## src/rtl/intc.sv

```systemverilog
// -----------------------------------------------------------------------------
// intc -- eight-source interrupt controller with a four-register CPU port.
//
// Sources are sampled into src_q every clock. Each source can be in edge mode
// (pending on any change of src_q) or level mode (pending while src_q is high).
// Pending bits latch regardless of MASK. MASK only gates irq and the vector
// index. src[0] has the highest priority.
//
// Register map (AD):
//   0 PEND  R: pending[7:0]   W: 1 clears the bit, 0 leaves it
//   1 MASK  R/W, 1 = source enabled
//   2 MODE  R/W, 1 = edge, 0 = level
//   3 VEC   R: {irq, 4'b0, idx[2:0]}   W (any data): acknowledge the current idx
//
// Ports:
//   clk  system clock, rising edge
//   rst  synchronous reset, active high
//   AD   register select
//   DI   write data
//   DO   read data, combinational from AD
//   rw   1 = read, 0 = write
//   cs   chip select; a write happens on an edge with cs=1 and rw=0
//   src  interrupt sources (timer on src[0])
//   irq  registered interrupt request, active high
//
// Build option: define INTC_SYNC_EN to insert a two-flop synchronizer in front
// of src_q for asynchronous sources. This adds one cycle of src-to-irq latency.
// -----------------------------------------------------------------------------
module intc (
   input  logic       clk,
   input  logic       rst,
   input  logic [1:0] AD,
   input  logic [7:0] DI,
   output logic [7:0] DO,
   input  logic       rw,
   input  logic       cs,
   input  logic [7:0] src,
   output logic       irq
);

   typedef enum logic [1:0] {
      REG_PEND = 2'd0,
      REG_MASK = 2'd1,
      REG_MODE = 2'd2,
      REG_VEC  = 2'd3
   } reg_addr_e;

   logic [7:0] pending_q, pending_d;
   logic [7:0] mask_q, mask_d;
   logic [7:0] mode_q, mode_d;
   logic [7:0] src_q;
   logic [7:0] prev_q;
   logic       armed_q;
   logic       irq_q, irq_d;

   logic [7:0] src_in;
   logic [7:0] active;
   logic [2:0] idx;
   logic [7:0] edge_set;
   logic [7:0] level_set;
   logic [7:0] clr;
   logic       wr_en;

`ifdef INTC_SYNC_EN
   // First synchronizer flop. The second flop is src_q itself, so the
   // sample reaching the edge detector has passed two flops.
   logic [7:0] sync_q;

   always_ff @(posedge clk) begin
      if (rst) sync_q <= '0;
      else     sync_q <= src;
   end

   assign src_in = sync_q;
`else
   assign src_in = src;
`endif

   // ---------------------------------------------------------------------------
   // Combinational decode and next state
   // ---------------------------------------------------------------------------
   always_comb begin
      // NOTE: every signal gets a default before any conditional assignment,
      // so no path through this block leaves a value held (no latch).
      wr_en     = cs && !rw;
      active    = pending_q & mask_q;
      idx       = 3'd0;
      clr       = '0;
      mask_d    = mask_q;
      mode_d    = mode_q;

      // Scan from the top down so the lowest active index is the one kept.
      for (int i = 7; i >= 0; i--) begin
         if (active[i]) idx = 3'(i);
      end

      // Edges are ignored until the input pipeline has been seeded after reset.
      edge_set  = armed_q ? ((src_q ^ prev_q) & mode_q) : 8'h00;
      level_set = src_q & ~mode_q;

      if (wr_en) begin
         case (reg_addr_e'(AD))
            REG_PEND: clr = DI;
            REG_MASK: mask_d = DI;
            REG_MODE: mode_d = DI;
            REG_VEC:  if (active != 8'h00) clr[idx] = 1'b1;
            default:  ;
         endcase
      end

      // Set terms are OR-ed in after the clear so a simultaneous set wins.
      pending_d = (pending_q & ~clr) | edge_set | level_set;
      irq_d     = |active;
   end

   // ---------------------------------------------------------------------------
   // State registers
   // ---------------------------------------------------------------------------
   // NOTE: sequential state uses non-blocking assignments so every register
   // samples the pre-edge values, independent of statement order.
   always_ff @(posedge clk) begin
      if (rst) begin
         pending_q <= '0;
         mask_q    <= '0;
         mode_q    <= '0;
         src_q     <= '0;
         prev_q    <= '0;
         armed_q   <= 1'b0;
         irq_q     <= 1'b0;
      end else begin
         pending_q <= pending_d;
         mask_q    <= mask_d;
         mode_q    <= mode_d;
         irq_q     <= irq_d;
         armed_q   <= 1'b1;
         if (armed_q) begin
            src_q  <= src_in;
            prev_q <= src_q;
         end else begin
            // First edge out of reset: load src_q and prev_q straight from the
            // live sources so a source already high at release is not seen as
            // a 0->1 transition against the zeroed reset values.
            src_q  <= src;
            prev_q <= src;
         end
      end
   end

   // ---------------------------------------------------------------------------
   // Read mux (no side effects)
   // ---------------------------------------------------------------------------
   always_comb begin
      DO = 8'h00;
      case (reg_addr_e'(AD))
         REG_PEND: DO = pending_q;
         REG_MASK: DO = mask_q;
         REG_MODE: DO = mode_q;
         REG_VEC:  DO = {irq_q, 4'b0000, idx};
         default:  DO = 8'h00;
      endcase
   end

   assign irq = irq_q;

endmodule

```

## config.mk

```make
export PLATFORM = sky130hd
export DESIGN_NAME = intc
export DESIGN_NICKNAME = d
export VERILOG_FILES = /design/src/rtl/intc.sv
export SDC_FILE = /design/constraint.sdc
export NUM_CORES = 1
export LEC_CHECK = 0
export ABC_AREA = 0
export CORE_ASPECT_RATIO = 1.4
export CORE_UTILIZATION = 54
export DETAILED_ROUTE_END_ITERATION = 7
export GPL_TIMING_DRIVEN = 0
export PLACE_DENSITY = 0.88
export SLEW_MARGIN = 25
export SYNTH_ARGS = -nofsm -noshare
export SYNTH_HDL_FRONTEND = slang
export SYNTH_SLANG_ARGS = --single-unit
```

## constraint.sdc

```tcl
create_clock -name clk -period 1.8 [get_ports clk]
set_clock_uncertainty 0.1 [all_clocks]
set_input_delay 0.27 -clock clk [delete_from_list [all_inputs] [get_ports clk]]
set_output_delay 0.27 -clock clk [all_outputs]
set_load 0.005 [all_outputs]
```

==> results <==
## area by class of cell
type | instances | area, sq um
clock buffer | 6 | 82.6
tap | 42 | 52.6
sequential | 42 | 865
clock inverter | 2 | 12.5
multi-input combinational | 185 | 1290
buffer | 15 | 130
fill | 247 | 837
timing repair buffer | 49 | 413
inverter | 15 | 56.3
## kinds of logic after synthesis
kind of cell	share of synthesized area (%)
AO/OA/AOI/OAI	28.4
multiplexers	2.79
buffers and inverters	5.76
adder cells (fa/ha/maj)	2.91
flip-flops	39.1
AND/OR/NAND/NOR	21.0
## timing repair
item,4_1_cts,5_1_grt
buffers inserted,16,4
setup endpoints to repair,12,10
gates cloned,0,0
hold buffers,0,0
pin swaps,11,4
resized for setup,73,15
## layer usage
metal	share of wire (%)	wire length [microns]	vias to the layer above	track usage (%)
li1	-	-	1050	-
met1	37	2440	1022	34.0
met2	48	3140	199	49.3
met3	10	657	37	5.56
met4	4.8	315	0	18.3
met5	0	0	-	0
## metrics by stage
stage / cell area [sq um] / util, % / hold slack, ns
6_report: 2900 / 77.6 / 0.397
5_1_grt: 2900 / 77.6 / 0.402
4_1_cts: 2840 / 75.8 / 0.378
3_5_place_dp: 2490 / 66.6 / 0.385
3_3_place_gp: 2490 / 66.6 / 0.372
2_1_floorplan: 2150 / - / 0.298
## power groups by stage
| stage | logic, W | clock network (W) | registers [W] |
|---|---|---|---|
| finish | 0.000377 | 0.000649 | 0.00103 |
| global route | 0.000402 | 0.000689 | 0.00104 |
| CTS | 0.000343 | 0.000647 | 0.00103 |
| detailed placement | 0.000303 | 0 | 0.00105 |
| global placement | 0.000297 | 0 | 0.00105 |
| floorplan | 0.000180 | 0 | 0.00104 |
## worst min path at each step
stage	from	endpoint	slack, ns	depth (start not counted)
5_1_grt	rst	pending_q[7]	0.40	4
4_1_cts	rst	pending_q[7]	0.38	4
6_report	rst	pending_q[5]	0.40	3
2_1_floorplan	src[0]	src_q[0]	0.30	1
3_3_place_gp	src_q[5]	prev_q[5]	0.37	2
3_5_place_dp	src_q[2]	prev_q[2]	0.39	2
## layout by cell type, fill, tap and decap left out, types with 3 or more instances in the layout
| cell type | synthesis | routed |
|---|---|---|
| inv_1 | 15 | 13 |
| nor2b_1 | 10 | 10 |
| nor2_1 | 6 | 6 |
| mux2i_1 | 6 | 6 |
| a22oi_2 | 2 | 7 |
| buf_4 | 0 | 22 |
| nand4_1 | 3 | 3 |
| a21oi_1 | 30 | 28 |
| nand2_1 | 29 | 28 |
| nand3b_1 | 5 | 5 |
| buf_2 | 6 | 8 |
| nand3_1 | 21 | 20 |
| dfxtp_4 | 0 | 4 |
| o21ai_0 | 13 | 9 |
| clkbuf_8 | 0 | 6 |
| clkdlybuf4s50_1 | 0 | 19 |
| dfxtp_1 | 42 | 31 |
| clkbuf_1 | 10 | 6 |
| nand2b_1 | 8 | 7 |
| dfxtp_2 | 0 | 7 |
| o21ai_1 | 0 | 4 |
## critical path: cells and delay by family (launching register included)
kind / cells / cell delay [ns]
AOI/OAI and AO/OA: 4 / 0.75
DFF: 1 / 0.38
buffers and inverters: 1 / 0.12
## flip-flops by register name, indices dropped and copies added, names as in the netlist
name       flops
mask_q         8
armed_q        1
src_q          8
prev_q         8
mode_q         8
irq            1
pending_q      8
==> flow_summary.json <==
{
  "num_antenna_cells": 0,
  "hpwl_mm": 4.00,
  "worstPathArrival_ns": 1.55,
  "r2r_setup_slack_ns": 0.03,
  "grt_max_degree": 14,
  "routedWlPerCell_microns": 18.4,
  "min_path_type": "in2reg",
  "synthFlopType": "dfxtp_1",
  "cts_buffer_depth": 2,
  "p_per_area_nw_per_um2": 710,
  "cp-endpoint": "DO[0]",
  "antenna_left": 0,
  "grt_setup_unrepaired": "yes",
  "die_x_microns": 55.3,
  "dieArea_sq_um": 4240,
  "clkTransAtPathRegs_ns": 0.08,
  "gp_congestion": 0.931,
  "critPathLaunch": "pending_q[3]",
  "fmax_mhz": 520,
  "place_worst_setup_slack_ns": -1.02,
  "critPathMaxStageDelay_ns": 0.38,
  "routed_via_density": 6.48,
  "pin_count": 31,
  "p_sw_w": 0.000585,
  "die_y_microns": 76.7,
  "pwr-share-comb_pct": 18.3,
  "yosysTopAreaCell": "dfxtp_1",
  "gr-total-overflow": 0,
  "post_synth.cell_area_avg_sq_um": 8.33,
  "htreeDepth": 2,
  "power_frac_clock_pct": 31.5,
  "critPathCaptureType": "output pin",
  "switching_share_pct": 28.4,
  "drive_above_1_share_pct": 26.4,
  "finalHoldViolCount": 0,
  "synth_cells": 258,
  "final_cells": 356,
  "vias": 2308,
  "clockRootBuffer": "clkbuf_8",
  "slew_viol_final": 0,
  "syn_nets": 285,
  "critPathRequiredTime_ns": 1.43,
  "ir_drop_v": 0.000581,
  "synth.distinct_cells": 44,
  "crit_slowest_cell": "dfxtp_4",
  "finalPower_w": 0.00206,
  "finalCritPeriodShare_pct": 107,
  "ff2ff_path_depth": 7,
  "finalNetCount": 340,
  "r2r_start": "pending_q[0]",
  "area_growth_pct": 35.1,
  "core_sq_um": 3740,
  "finalSetupViolCount": 4,
  "min_period_ns": 1.92,
  "port_buffers": 29,
  "synth_edf_count": 0,
  "path_cells": "a22o_2 -> a31oi_4 -> o21a_1 -> a21boi_1 -> buf_2",
  "p_int_w": 0.00148,
  "worst-slew-pin-transition_ns": 0.614,
  "maxSlewHeadroom_pct": 59.1,
  "post-synth-top-count-cell": "dfxtp_1",
  "wirelength_mm": 6.56,
  "first_iter_violations": 244,
  "violations": "setup timing",
  "synthArstFlopShare_pct": 0,
  "leakagePower_nw": 1.08,
  "setup-tns-final_ns": -0.267,
  "p_seq_share_pct": 50.2,
  "grt_pass1_wl_mm": 9.84,
  "initial_core_util_pct": 57.5,
  "ys_top_cells_by_count": "42 x dfxtp_1, 30 x a21oi_1, 29 x nand2_1",
  "grt_pass1_vias": 2120,
  "synth_top_area_share_pct": 39.1,
  "cts.sinks": 42,
  "insertion_delay_ns": 0.30,
  "ys_seq_area_share_pct": 39.1,
  "rows": 26,
  "grt_usage_pct": 29.4,
  "cts_made_buffers": 5,
  "synth.area.top_cells": "dfxtp_1 39%, a21oi_1 7.0%, nand2_1 5.1%, nand3_1 4.9%, o21ai_0 3.0%",
  "drtPass1Iterations": 5,
  "grt_antenna_before_repair": 0,
  "path_max_fanout": 6,
  "status": "finished with violations",
  "worstSetupStartpointType": "flip-flop",
  "tritoncts": "built",
  "drc_errors": 0,
  "post-place-cells": 329,
  "crit_type": "reg2out",
  "setup_ws_ns": -0.122,
  "synth_warnings": 0,
  "rr_endpoint": "pending_q[4]",
  "syn-cell-area_sq_um": 2150,
  "drv_cap": 0,
  "synth_seq_cells": 42
}
Power figures use the tool's default switching activity.
